## src/rtl/pdm_mic_frontend.sv

```systemverilog
// rtl/pdm_mic_frontend.sv - PDM microphone clock generator, bit capture and optional tally (PDM_TALLY_EN)
module pdm_mic_frontend #(
  parameter int PDM_COUNT_PERIOD = 32,
  parameter int NUM_PDM_SAMPLES  = 256
) (
  input  logic               clk_in,
  input  logic               rst_in,
  input  logic               en_in,
  input  logic               mic_data_in,
  output logic               mic_clk_out,
  output logic               pdm_valid_out,
  output logic               pdm_bit_out,
  output logic signed [15:0] pdm_sample_out,
  output logic               tally_valid_out,
  output logic signed [15:0] tally_out
);

  localparam int CW = $clog2(PDM_COUNT_PERIOD);
  localparam logic [CW-1:0] LAST = CW'(PDM_COUNT_PERIOD - 1);
  localparam logic [CW-1:0] HALF = CW'(PDM_COUNT_PERIOD / 2);

  logic [CW-1:0] cnt;
  logic          mic_clk_d;
  logic          sync1, sync2;
  logic          rise;

  assign rise = mic_clk_out & ~mic_clk_d;

  always_ff @(posedge clk_in or posedge rst_in) begin
    if (rst_in) begin
      cnt            <= '0;
      mic_clk_out    <= 1'b0;
      mic_clk_d      <= 1'b0;
      sync1          <= 1'b0;
      sync2          <= 1'b0;
      pdm_valid_out  <= 1'b0;
      pdm_bit_out    <= 1'b0;
      pdm_sample_out <= '0;
    end else begin
      sync1         <= mic_data_in;
      sync2         <= sync1;
      mic_clk_d     <= mic_clk_out;
      // Capture is driven by the clock edge alone, so a rise that meets en_in falling still strobes
      pdm_valid_out <= rise;
      if (rise) begin
        pdm_bit_out    <= sync2;
        pdm_sample_out <= sync2 ? 16'sh7FFF : 16'sh8001;
      end
      if (en_in) begin
        cnt         <= (cnt == LAST) ? '0 : cnt + 1'b1;
        mic_clk_out <= (cnt < HALF);
      end else begin
        cnt         <= '0;
        mic_clk_out <= 1'b0;
      end
    end
  end

`ifdef PDM_TALLY_EN
  logic [15:0] win;
  logic [15:0] ones;
  logic [15:0] ones_next;
  logic [16:0] tally_diff;
  logic        tally_ok;

  assign ones_next  = ones + {15'd0, pdm_bit_out};
  assign tally_diff = {ones_next, 1'b0} - 17'(NUM_PDM_SAMPLES);

  always_ff @(posedge clk_in or posedge rst_in) begin
    if (rst_in) begin
      win             <= '0;
      ones            <= '0;
      tally_ok        <= 1'b0;
      tally_valid_out <= 1'b0;
      tally_out       <= '0;
    end else begin
      // Strobes whose rise happened with en_in low are emitted but never counted
      tally_ok        <= rise & en_in;
      tally_valid_out <= 1'b0;
      if (!en_in) begin
        win  <= '0;
        ones <= '0;
      end else if (pdm_valid_out && tally_ok) begin
        if (win == 16'(NUM_PDM_SAMPLES - 1)) begin
          win             <= '0;
          ones            <= '0;
          tally_out       <= $signed(tally_diff[15:0]);
          tally_valid_out <= 1'b1;
        end else begin
          win  <= win + 16'd1;
          ones <= ones_next;
        end
      end
    end
  end
`else
  assign tally_out       = '0;
  assign tally_valid_out = 1'b0;
`endif

endmodule

```

## config.mk

```make
export PLATFORM = sky130hd
export DESIGN_NAME = pdm_mic_frontend
export DESIGN_NICKNAME = d
export VERILOG_FILES = /design/src/rtl/pdm_mic_frontend.sv
export SDC_FILE = /design/constraint.sdc
export NUM_CORES = 1
export LEC_CHECK = 0
export ABC_AREA = 1
export CAP_MARGIN = 20
export CORE_MARGIN = 2
export CORE_UTILIZATION = 35
export CTS_CLUSTER_SIZE = 40
export DETAILED_ROUTE_END_ITERATION = 10
export GPL_ROUTABILITY_DRIVEN = 1
export PLACE_DENSITY = 0.74
export SYNTH_ARGS = -nofsm -noshare
export SYNTH_HDL_FRONTEND = slang
export SYNTH_SLANG_ARGS = --single-unit
```

## constraint.sdc

```tcl
create_clock -name clk_in -period 1.3 [get_ports clk_in]
set_input_delay 0.26 -clock clk_in [delete_from_list [all_inputs] [get_ports clk_in]]
set_output_delay 0.26 -clock clk_in [all_outputs]
set_load 0.03 [all_outputs]
```

==> results of run 1 <==
cells in the mapped netlist, drive strengths merged:
library cell,number
buf,31
conb,1
dfrtp,13
ha,2
inv,7
nand2,8
nand3,1
nor2,8
nor3,1
o21a,1
o21ai,1
or2,1
flip-flops by register name, indices dropped and copies added (netlist names):
register	flops
cnt	5
pdm_sample_out	3
mic_clk_d	1
mic_clk_out	1
pdm_valid_out	1
sync1	1
sync2	1
stage by stage:
step           std cells  TNS, ps  total power [uW]  hold slack, ps   util
2_1_floorplan         91        0               813             137      -
3_3_place_gp         109        0               814             336  0.390
3_5_place_dp         109   -0.391               819             335  0.390
4_1_cts              113        0              1060             299  0.404
5_1_grt              116    -37.6              1120             333  0.418
6_report             116        0              1070             283  0.418
layout make-up:
| type | count | share of cell area |
|---|---|---|
| inverter | 7 | 0.0324 |
| clock buffer | 4 | 0.0324 |
| tap | 27 | 0.0417 |
| sequential | 13 | 0.403 |
| timing repair buffer | 25 | 0.247 |
| multi-input combinational | 40 | 0.244 |
path summary, 6_finish.rpt:
kind / start / end / depth (start not counted) / slack, ps
max in group asynchronous: rst_in / pdm_sample_out[14]$_DFFE_PP0P_ / 2 / 670
worst max-delay path: pdm_sample_out[15]$_DFFE_PP0P_ / pdm_sample_out[15] / 1 / 40
min in group clk_in: sync1$_DFF_PP0_ / sync2$_DFF_PP0_ / 0 / 350
worst min register to register: sync1$_DFF_PP0_ / sync2$_DFF_PP0_ / 0 / 350
worst max register to register: cnt[0]$_DFF_PP0_ / cnt[3]$_DFF_PP0_ / 7 / 60
worst min-delay path: rst_in / cnt[4]$_DFF_PP0_ / 2 / 280
per-layer routing:
layer  global-route usage  up-vias  routed length [um]
met4               0.0429        0                  17
met5                    0        -                   0
met1               0.0741      185                 301
met3               0.0552        4                 125
met2                0.128       29                 507
li1                     -      205                   -
cell families (layout without fill, tap and decap cells):
logic type,Yosys count,in the layout
buf+inv,38,36
simple gates,19,19
flops,13,13
fa+ha+maj,2,2
compound gates,2,2
other cells,1,17
report_power, final:
| part | internal (uW) | total (uW) | leakage (uW) | switching (uW) |
|---|---|---|---|---|
| combinational | 115 | 384 | 0.000269 | 269 |
| sequential | 428 | 440 | 0.000158 | 12.7 |
| clock | 119 | 243 | 0.0000150 | 124 |
repair_timing:
action | CTS | global route
endpoints found under the setup margin | 20 | 18
resized for setup | 5 | 4
setup buffers | 0 | 3
==> results.md, run 1 <==
Outcome:
- The flow ran to the end, and the final reports show no timing, DRC or antenna violations.

Logic synthesis:
- The mean post-synth cell area is 9.56 sq um.
- Yosys attributes the largest share of cell area to dfrtp_1 (45%), buf_4 (32%), nand2_1 (4.2%).
- The post-synthesis cell type count is 14.
- The largest area contributor in the synthesized netlist is dfrtp_1.
- Of the total synthesized cell area, the portion taken by AND, OR, NAND and NOR gates is 0.127.
- The xor/xnor cell area share of the yosys netlist is 0.
- Of the total synthesized cell area, the portion taken by full adders, half adders and majority gates is 0.0349.
- The gate count after technology mapping is 75.
- The dominant combinational cell family by area after synthesis is buffers and inverters.
- After synthesis the cells add up to 717 sq um.
- Counting flops and latches in the post-synthesis netlist gives 13.
- After synthesis, the share of cell area in mux cells is 0.
- For this run, the register share of the synthesized area comes to 0.454.
- Of the post-synthesis cell area, the dominant cell type holds 0.454.
- The total of warnings raised by yosys is 0.
- The compound-gate portion of the synthesized area is 0.0175.

Hold path:
- The type of the most critical hold path is in -> async.

Layout:
- The fraction of layout instances using a drive strength above 1 is 0.326.
- The fill cell instance count of the final layout is 188.
- From synthesis to final layout, the design area changed by 13.1%.
- Registers take 327 sq um.
- The net count reported at finish is 96.
- The count of antenna diodes in the layout is 0.
- The commonest non-fill, non-tap cell in the layout is buf_4.
- Leaving out fill and tap cells, the most frequent cells in the layout are buf_4 (19), conb_1 (17), dfrtp_1 (12).
- The final cell area excluding filler cells is 811 sq um.
- The multi-input combinational cell area is 198 sq um.

Critical path:
- Walking the worst path, the cells encountered are dlygate4sd2_1.
- Of all nets on the critical path, the largest fanout is 2.
- The worst path arrival time is 1000 ps.
- The cell family contributing the most delay on the critical path is buffers and inverters.
- STA classifies the critical path startpoint as a flop.
- The required time of the worst setup path is 1040 ps.
- The slowest stage of the critical path belongs to the cell dlygate4sd2_1.
- The worst path buffer plus inverter count is 1.
- For this run, the slowest stage of the critical path takes 390 ps.
- The type of the worst setup path is reg -> out.
- The critical path endpoint category is a primary output.

Timing:
- The final worst-path setup slack is 36.8 ps.
- Based on the critical path, the design can be clocked at up to 0.792 GHz.
- The final count of hold timing violations was 0.
- Setup violations remaining at the end of the flow were counted as 0.
- The number of slew-limit violations in the final report is 0.
- Setup repair after global routing could not meet its margin everywhere.
- The clock arrives with 4.37 ps of skew.
- The share of the clock period used by the worst path after layout is 0.972.
- The time the final worst path needs with I/O delays and setup is 1260 ps.

Die:
- The effective utilization at floorplan is 0.369.
- The I/O pin count is 40.
- The overall die area is 0.00243 sq mm.
- The number of placement rows is 16.
- The die outline width is 49.3 um.
- The die is 49.3 um tall.
- In this run the standard cell core region covers 0.00194 sq mm.

Place:
- The HPWL after detailed placement is 713 um.
- The placed instances occupy a cell area of 758 sq um.
- At the end of routability-driven placement, the weighted congestion stood at 0.751.
- The pre-CTS setup slack is -0.391 ps.
- Buffers placed on the I/O ports in this run total 22.

Global route:
- The initial antenna violation count is 0.
- The aggregate global-route resource usage is 0.0795.
- The first-pass GRT wire length is 1370 um.
- The via count of the first global-routing pass is 298.
- The largest net degree at the start of global routing is 17.
- Summed over all layers, the global routing overflow is 0.

Drt:
- The via count is 423.
- The first routing iteration left 6 violations.
- The per-cell routed wire length is 8.21 um.
- After detailed routing, the number of remaining DRC violations is 0.
- The detail route stage leaves a number of antenna-violating nets equal to 0.
- The wire length after detailed routing is 952 um.
- The first TritonRoute pass finished after 2 iterations.
- Using the TritonRoute via totals, the vias-per-cell ratio works out to 3.65.

Pwr:
- In this run the static leakage power is 0.000442 uW.
- The peak supply drop is 0.000665 V.
- The power density of the placed cells is 1320 mW/mm^2.

CTS:
- In this run the deepest clock path goes through 2 buffers.
- The total of hold buffers inserted after clock tree synthesis is 0.
- The later pin in the worst-skew pair is clocked with a latency of 280 ps.
- The tree is rooted in a clkbuf_4.
- After clock tree synthesis, the clock-pin slew on the worst setup and hold paths is 70 ps.
- The number of clock buffers inserted by TritonCTS is 3.
- The number of levels the H-tree was split into is 1.
- The TritonCTS clock tree is done.
- The CTS sink count is 13.

Job:
- The tool flagged a number of max-cap violations equal to 0.
Power figures use the tool's default switching activity.
==> run 2, diff against run 1 <==
- CELL_PAD_IN_SITES_DETAIL_PLACEMENT: not set -> 0
- CELL_PAD_IN_SITES_GLOBAL_PLACEMENT: not set -> 1
- CORE_UTILIZATION: 35 -> 26
- PLACE_DENSITY: 0.74 -> not set
- PLACE_DENSITY_LB_ADDON: not set -> 0.1
==> run 2 against run 1 <==
Compared with the run above:
- global-route usage decreased by 1.9 points
- setup slack improved by 3.9 ps
- sequential power increased by 3%
- clock power increased by 4%
- via count decreased by 0.71%
- wire length increased by 0.21%
- first-iteration DRC count unchanged
- combinational power decreased by 6.5%
- clock-buffer cell count unchanged
- register-to-register slack improved by 30 ps
- critical endpoint is now pdm_sample_out[0]
- highest routed layer unchanged
==> results.md, run 2 (same netlist as run 1, synthesis figures left out) <==
Timing:
- The time the final worst path needs with I/O delays and setup is 1260 ps.
- The share of the clock period used by the worst path after layout is 0.969.
- The number of slew-limit violations in the final report came to 0.
- Once routing completed, OpenROAD measured the worst setup slack at 40.7 ps.
- The summed negative setup slack over all endpoints is 0 ps.
- The clock skew after layout is 6.68 ps.
- The final count of hold timing violations is 0.
- Derived from the worst setup path, the maximum achievable clock frequency is 0.794 GHz.
- Setup violations remaining at the end of the flow were counted as 0.

Place:
- The number of I/O port buffers is 22.
- At the placement stage, the worst setup path has a slack of 42.4 ps.
- At the end of routability-driven placement, the weighted congestion stood at 0.699.
- Detailed placement ended at an HPWL of 739 um.

Critical path:
- The worst register-to-register path has a depth of 6.
- The number of logic stages on the critical path including buffering is 1.
- The maximum cell stage delay along the critical path is 390 ps.
- The endpoint of the worst register-to-register path is cnt[4]$_DFF_PP0_.
- STA puts the critical path data arrival time at 1000 ps.
- At the worst endpoint, the required time is 1040 ps.
- Among all stages on the critical path, the largest delay is contributed by dlygate4sd2_1.
- The critical path goes through dlygate4sd2_1.
- The cell family contributing the most delay on the critical path is buffers and inverters.
- The worst setup path is captured at a primary output.
- The type of the worst setup path is reg -> out.
- The startpoint of the worst register-to-register path is cnt[1]$_DFF_PP0_.
- The register-to-register setup slack is 90 ps.
- The nature of the critical path startpoint is a flop.
- The worst path buffer plus inverter count is 1.
- Along the worst path, the maximum fanout reaches 2.

Drt:
- Dividing the detail-routed via count by the number of cells gives 3.53.
- In this run the remaining antenna-violating nets after routing total 0.
- The length of the first detailed-routing pass in iterations is 4.
- Dividing the detail-routed wire length by the instance count gives 8.02 um.
- The wire length after detailed routing is 954 um.
- The remaining routing DRC violations is 0.
- In the detailed route, the total length drawn on met2 is 423 um.
- Signal routing reaches up to met4.
- The number of design-rule violations left by the first detailed-router iteration is 6.
- After detailed routing, the wire length on met1 is 413 um.
- Detailed routing placed a total of 106 um of wire on met3.
- The final route contains 420 vias.

Layout:
- From synthesis to final layout, the design area changed by 12.7%.
- The count of antenna diodes in the layout is 0.
- In the layout the commonest cells are buf_4 (18), conb_1 (17), dfrtp_1 (12).
- The commonest non-fill, non-tap cell in the layout is buf_4.
- The net count reported at finish is 95.
- Measured on the finished design, the core utilization comes to 0.301.
- In the final layout, the registers with the most flip-flops are cnt: 5 flops, pdm_sample_out: 3 flops.
- The fraction of layout instances using a drive strength above 1 is 0.318.
- The register name with the most flops is cnt.
- The register with the most flip-flops in the layout has 5 of them.

Global route:
- The largest net degree at the start of global routing is 17.
- The initial antenna violation count is 0.
- Across every metal layer, demand over resource in global routing totals 0.0606.
- The first global-routing pass estimated 1500 um of wire.
- Summed over all layers, the global routing overflow is 0.
- The via count of the first global-routing pass is 346.

CTS:
- The number of levels the H-tree was split into is 1.
- The total of hold buffers inserted after clock tree synthesis is 0.
- No sink is reached through more buffers than the 2 on the longest clock path.
- For this design, the sink count on the clock tree is 13.
- The TritonCTS clock tree is done.
- The insertion delay of the later-clocked pin in the worst-skew pair is 270 ps.
- The number of clock buffers inserted by TritonCTS is 3.
- Clock-pin slew was measured on the worst setup and hold paths at 90 ps.
- CTS placed an instance of clkbuf_4 at the clock tree root.

Die:
- The die outline width is 56.5 um.
- The overall die area is 0.00319 sq mm.
- Pin placement for this block handled 40 I/O pins.
- The initialized floorplan defines 19 standard-cell rows.
- The region available for standard cell placement spans 0.00269 sq mm.
- In this run the vertical extent of the chip is 56.5 um.
- For this configuration, the core starts out at a cell density of 0.267.

Hold path:
- The type of the most critical hold path is in -> async.

Job:
- Across the run, the number of max-cap violations was 0.

Pwr:
- The peak supply drop is 0.000552 V.
- The analysis attributes to cell leakage a power of 0.000433 uW.
- For this design the ratio of total power to cell area is 1320 mW/mm^2.

Outcome:
- The flow ran to the end, and the final reports show no timing, DRC or antenna violations.
## run 2: metrics by stage
stage | power (uW) | std cells | hold slack [ps] | area (sq um)
detailed placement | 825 | 115 | 337 | 778
finish | 1070 | 119 | 274 | 808
global placement | 825 | 115 | 332 | 778
CTS | 1070 | 119 | 281 | 802
global route | 1110 | 119 | 292 | 808
floorplan | 813 | 91 | 137 | 777
## run 2: final cells by class
cell class,instances,area [sq um]
Fill cell,275,1880
Inverter,7,26.3
Sequential cell,13,327
Multi-Input combinational cell,40,198
Tap cell,31,38.8
Clock buffer,4,26.3
Timing Repair Buffer,24,193
## run 2: power by group
group	internal [uW]	leakage, uW	switching, uW
sequential	428	0.000158	24.9
clock	119	0.0000150	135
combinational	106	0.000260	253
total	653	0.000433	413
## run 2: timing repair
item / CTS / global route
gates resized for setup: 4 / 3
setup buffers: 0 / 0
setup endpoints to repair: 18 / 4
## run 2: worst max path at each step
stage,start,to,slack [ps]
after floorplan,pdm_sample_out[14]$_DFFE_PP0P_,pdm_sample_out[10],80
after global placement,cnt[0]$_DFF_PP0_,cnt[3]$_DFF_PP0_,60
after detailed placement,cnt[0]$_DFF_PP0_,cnt[2]$_DFF_PP0_,40
after CTS,cnt[0]$_DFF_PP0_,cnt[2]$_DFF_PP0_,20
after global routing,cnt[1]$_DFF_PP0_,cnt[4]$_DFF_PP0_,-20
final,pdm_sample_out[0]$_DFFE_PP0P_,pdm_sample_out[0],40
## run 2: worst register-to-register path: stages (launching register included)
cell	delay, ps
dfrtp_1	360
ha_2	180
nand2_1	70
nor2_1	120
ha_2	290
nand2_1	60
inv_1	30
## run 2: per-layer routing
layer | GRT usage | up-vias
met1 | 0.0779 | 189
met3 | 0.0230 | 2
li1 | - | 203
met2 | 0.0880 | 26
met4 | 0.0306 | 0
met5 | 0 | -
